--- config.mk ---
export PLATFORM = sky130hd
export DESIGN_NAME = rgb_pwm_sequencer
export DESIGN_NICKNAME = d
export VERILOG_FILES = /design/src/rtl/rgb_pwm_sequencer.sv
export SDC_FILE = /design/constraint.sdc
export NUM_CORES = 1
export LEC_CHECK = 0
export CORE_MARGIN = 1.5
export CORE_UTILIZATION = 25
export DETAILED_ROUTE_END_ITERATION = 10
export GPL_ROUTABILITY_DRIVEN = 0
export GPL_TIMING_DRIVEN = 0
export PLACE_DENSITY = 0.5
export SLEW_MARGIN = 20
export SYNTH_ARGS = -nofsm -noshare
export SYNTH_HDL_FRONTEND = slang
export SYNTH_SLANG_ARGS = --single-unit
--- constraint.sdc ---
create_clock -name clk -period 8.4 [get_ports clk]
set_input_delay 1.68 -clock clk [delete_from_list [all_inputs] [get_ports clk]]
set_output_delay 1.68 -clock clk [all_outputs]
set_load 0.01 [all_outputs]
--- src/rtl/rgb_pwm_sequencer.sv ---
// RGB PWM sequencer: a FWFT FIFO of packed duty words feeds CH PWM channels. Words
// are advanced either manually (step) or after a programmable number of PWM periods.
module rgb_pwm_sequencer #(
    parameter int CH    = 3,
    parameter int DW    = 4,
    parameter int DEPTH = 16,
    parameter int HW    = 8
) (
    input  logic                         clk,
    input  logic                         rst,
    input  logic                         tick,
    input  logic                         enable,
    input  logic                         mode,
    input  logic                         step,
    input  logic [HW-1:0]                hold,
    input  logic                         wr_en,
    input  logic [CH*DW-1:0]             wr_data,
    output logic [CH-1:0]                pwm,
    output logic [CH*DW-1:0]             duty_out,
    output logic                         full,
    output logic                         empty,
    output logic [$clog2(DEPTH+1)-1:0]   count,
    output logic                         overflow,
    output logic                         underrun
);
    localparam int AW = $clog2(DEPTH);
    localparam int CW = $clog2(DEPTH+1);
    localparam int WW = CH*DW;
    localparam logic [DW-1:0] PLAST = {{(DW-1){1'b1}}, 1'b0};

    localparam logic S_IDLE = 1'b0;
    localparam logic S_RUN  = 1'b1;

    logic [WW-1:0] mem_q [DEPTH];
    logic [AW-1:0] wptr_q, rptr_q;
    logic [CW-1:0] count_q, count_d;
    logic          overflow_q, overflow_d;
    logic          underrun_q, underrun_d;
    logic          state_q, state_d;
    logic [DW-1:0] pcnt_q, pcnt_d;
    logic [WW-1:0] duty_q, duty_d;
    logic [HW-1:0] hcnt_q, hcnt_d;
    logic          req_q, req_d;
    logic [CH-1:0] pwm_q, pwm_d;

    logic          empty_w, full_w, push, pop, boundary, want;
    logic [HW:0]   hmax;
    logic [WW-1:0] head;

    assign empty_w  = (count_q == '0);
    assign full_w   = (count_q == CW'(DEPTH));
    assign head     = mem_q[rptr_q];
    assign boundary = (state_q == S_RUN) && tick && (pcnt_q == PLAST);
    assign hmax     = (hold == '0) ? (HW+1)'(1) : {1'b0, hold};
    // A word's hold budget is judged against the count it will have after this boundary.
    assign want     = req_q || (!mode && step) ||
                      (mode && (({1'b0, hcnt_q} + (HW+1)'(1)) >= hmax));

    always_comb begin
        state_d    = state_q;
        pcnt_d     = pcnt_q;
        duty_d     = duty_q;
        hcnt_d     = hcnt_q;
        req_d      = req_q;
        underrun_d = underrun_q;
        pop        = 1'b0;
        if (!enable) begin
            state_d = S_IDLE;
            pcnt_d  = '0;
            duty_d  = '0;
            hcnt_d  = '0;
            req_d   = 1'b0;
        end else if (state_q == S_IDLE) begin
            if (!empty_w) begin
                pop     = 1'b1;
                state_d = S_RUN;
                duty_d  = head;
            end
        end else begin
            if (tick) pcnt_d = boundary ? '0 : pcnt_q + 1'b1;
            if (boundary) begin
                if (want && !empty_w) begin
                    pop    = 1'b1;
                    duty_d = head;
                    hcnt_d = '0;
                    req_d  = 1'b0;
                end else begin
                    if (hcnt_q != '1) hcnt_d = hcnt_q + 1'b1;
                    if (want) begin
                        req_d = 1'b1;
                        if (mode) underrun_d = 1'b1;
                    end
                end
            end else if (!mode && step) begin
                req_d = 1'b1;
            end
        end
    end

    // A pop in the same cycle frees a slot, so a push at full is only dropped without one.
    assign push       = wr_en && (!full_w || pop);
    assign overflow_d = overflow_q || (wr_en && !push);

    always_comb begin
        count_d = count_q;
        if (push && !pop)      count_d = count_q + 1'b1;
        else if (pop && !push) count_d = count_q - 1'b1;
    end

    always_comb begin
        pwm_d = '0;
        for (int unsigned i = 0; i < CH; i++) begin
            pwm_d[i] = (pcnt_d < duty_d[i*DW +: DW]);
        end
    end

    always_ff @(posedge clk) begin
        if (push) mem_q[wptr_q] <= wr_data;
    end

    always_ff @(posedge clk or negedge rst) begin
        if (!rst) begin
            wptr_q     <= '0;
            rptr_q     <= '0;
            count_q    <= '0;
            overflow_q <= 1'b0;
            underrun_q <= 1'b0;
            state_q    <= S_IDLE;
            pcnt_q     <= '0;
            duty_q     <= '0;
            hcnt_q     <= '0;
            req_q      <= 1'b0;
            pwm_q      <= '0;
        end else begin
            if (push) wptr_q <= wptr_q + 1'b1;
            if (pop)  rptr_q <= rptr_q + 1'b1;
            count_q    <= count_d;
            overflow_q <= overflow_d;
            underrun_q <= underrun_d;
            state_q    <= state_d;
            pcnt_q     <= pcnt_d;
            duty_q     <= duty_d;
            hcnt_q     <= hcnt_d;
            req_q      <= req_d;
            pwm_q      <= pwm_d;
        end
    end

    assign pwm      = pwm_q;
    assign duty_out = duty_q;
    assign full     = full_w;
    assign empty    = empty_w;
    assign count    = count_q;
    assign overflow = overflow_q;
    assign underrun = underrun_q;
endmodule

==> metrics, run 1 <==
Die Y=207 um; DP HPWL=17,900 um; status=finished with violations; die area=42,900 sq um; WL/cell=19.3 um; FMAX=193 MHz; most numerous cell in the Yosys netlist=edfxtp_1; Die W=207 um; multi-input logic area=3390 sq um; sequential cell area=6870 sq um; failing checks=design-rule violations; relative slew slack=39.1%; kind of critical path=input port to register; Avg Cell Area, Syn=16.6 sq um; min-delay src=overflow; Pleak=4.62 nW; clock root buffer=clkbuf_16; drt first-iter violations=422; maximum fanout along the worst path=10; Synth top cells by count=edfxtp_1, dfrtp_1, nand2_1; worst hold path class=register to register; min Tclk post-route=5190 ps; RSZ-0062 raised after global routing=no; CTS resizes=0; reg2reg start=hcnt_q[2]; initial core utilization=25.4%; fin. max-slew vios=0; Port Buffer Count=50; final hold violation count=0; GRT met2 Usage=18.5%; Worst-path clk slew=60 ps; first-pass GRT wire length=38,400 um; gr busiest metal=met2; Post-Layout Inst Area=12,900 sq um; core footprint=41,000 sq um; routed via count=5,877; Syn-to-layout area delta=23.6%; clock tree buffer depth=3; sequential share of the synthesized area=65.9%; Pre-antenna DRT Iters=10; # fillers=4,003; slew of the pin with the lowest slew margin=913 ps; Most used DFF post-synth=edfxtp_1; nets=801; # DRC=4; # diodes=0; # IOs=51; post-CTS setup buffers=0; Final ANT Viol Nets=0; Worst setup startpoint=hold[7]; Fin Setup TNS=0 ps; Skew-Pair Late Insertion Delay=540 ps; dpl cell area=11,900 sq um; period utilisation layout=61.8%; CTS tree=built; Worst Setup Start Kind=input port; Total GRT Usage=11.7%; Layout Skew=8.52 ps; Remaining Overflow, GRT=0; htree depth=1; Synth cell types=56; fraction of registers with async set/reset=18.6%; #FFs+latches synth=236; Crit. End Element=register; Synth top area share=55.3%; DRT Wirelength=25,000 um; layout cell share with drive strength beyond 1=19.3%; initial antenna violation count=3; GR Util met1=16.9%; CTS sink cnt=236; number of global-route vias before repair=6,137; Post-Syn Area=10,400 sq um; CP Data Arrival Time=5610 ps; final setup fails=0; Pwr per Cell Area=307 nW/um^2; YS warnings=0; total power=3.95 mW; worst vdd ir=0.000151 V; Synth area leaders=edfxtp_1, dfrtp_1, mux4_2; CP required=8820 ps; Yosys top cell by area=edfxtp_1; Via density=4.54; MaxCap Viol Count=0; largest net degree at the start of global routing=22; Post-synth EDFFs=192; cell count after synthesis=629; GR Layer Usage met3=2.02%; total CTS buffers=27; Post-Syn Nets=686; row cnt=74; cts-stage hold buffer count=0
metrics by stage:
stage / worst slack, ps / utilization (%) / instances / hold WS, ps
floorplan: 3500 / - / 629 / 493
global placement: 606 / 28.3 / 1211 / 467
CTS: 3100 / 31.4 / 1295 / 492
detailed placement: 2550 / 29.1 / 1247 / 474
global route: 2830 / 31.4 / 1295 / 517
finish: 3210 / 31.4 / 1295 / 482
worst max-delay path: stages:
cell,delay [ps]
clkdlybuf4s50_1,470
nor4_1,280
a41o_1,220
ha_1,220
nor2b_1,100
o21ai_0,150
a21oi_1,350
a21oi_4,150
a21oi_1,190
buf_2,310
nor2_1,80
ha_1,230
inv_1,150
ha_1,290
a21o_1,190
a21oi_1,200
xnor2_1,140
nor2_1,60
xor2_1,140
power by group:
group	internal (mW)	switching, mW
Sequential	1.42	0.0740
Combinational	0.578	0.633
Clock	0.777	0.474
layer usage:
layer	share of wire (%)	vias up	wire length, um
li1	-	2738	-
met1	48	2987	12100
met2	46	118	11400
met3	4.6	32	1140
met4	1.6	2	409
met5	0.040	-	10
path summary, 6_finish.rpt:
| kind | endpoint | slack, ps | cells past startpoint |
|---|---|---|---|
| worst max register to register | count[4] | 3910 | 22 |
| max in group asynchronous | hcnt_q[0] | 6850 | 3 |
| worst max-delay path | count[4] | 3210 | 19 |
| min in group asynchronous | duty_out[3] | 990 | 1 |
| worst min-delay path | overflow | 480 | 1 |
| worst min register to register | overflow | 480 | 1 |
logic make-up after synthesis:
logic type,count (synthesis),share of synthesized area [%]
adder cells (fa/ha/maj),30,3.67
multiplexers,59,13.4
XOR/XNOR,17,1.43
flip-flops,236,65.9
AO/OA/AOI/OAI,103,6.64
AND/OR/NAND/NOR,131,6.51
buffers and inverters,53,2.50
sequential cells by signal, indices dropped and copies added (netlist names), 3 cells and up:
| signal | cells |
|---|---|
| mem_q | 192 |
| rptr_q | 4 |
| duty_out | 12 |
| count | 5 |
| pcnt_q | 4 |
| pwm | 3 |
| wptr_q | 4 |
| hcnt_q | 8 |
cell usage in the layout (no fill, tap or decap), types with 7 or more instances in the layout:
cell type | Yosys | final
a21boi_0 | 10 | 10
a21o_1 | 8 | 8
a21oi_1 | 21 | 21
a22oi_1 | 7 | 7
and3_1 | 13 | 13
buf_2 | 5 | 23
buf_4 | 1 | 18
clkbuf_1 | 16 | 20
clkbuf_16 | 0 | 27
clkdlybuf4s50_1 | 0 | 49
dfrtp_1 | 44 | 44
edfxtp_1 | 192 | 192
ha_1 | 29 | 29
inv_1 | 21 | 21
mux4_1 | 24 | 24
mux4_2 | 33 | 33
nand2_1 | 36 | 36
nand3_1 | 20 | 20
nor2_1 | 18 | 18
nor3_1 | 15 | 7
nor3_2 | 0 | 8
o211ai_1 | 7 | 7
o21a_1 | 9 | 9
o21ai_0 | 9 | 9
o21ai_1 | 16 | 16
xnor2_1 | 10 | 10
xor2_1 | 7 | 7
final cells by class:
class	count	area share, %
Clock inverter	17	2.00
Multi-Input combinational cell	340	26.3
Sequential cell	236	53.3
Timing Repair Buffer	86	5.87
Tap cell	532	5.17
Buffer	31	1.38
Clock buffer	31	5.36
Inverter	22	0.641
(Power assumes the default switching activity.)
==> run 2: changes to the inputs <==
==> constraint.sdc (replaced) <==
create_clock -name clk -period 5.13 [get_ports clk]
set_input_delay 1.026 -clock clk [delete_from_list [all_inputs] [get_ports clk]]
set_output_delay 1.026 -clock clk [all_outputs]
set_load 0.01 [all_outputs]
==> results of run 2 <==
The final DEF is identical to that of run 1. Status: finished with violations: design-rule violations.
Among the figures that moved: setup slack after placement 2550 ps -> -68.4 ps; setup slack after layout 3210 ps -> 591 ps; hold slack 482 ps -> 338 ps; register-to-register setup slack 3910 ps -> 640 ps; total power 3.95 mW -> 6.47 mW; worst IR drop on VDD 0.000151 V -> 0.000247 V
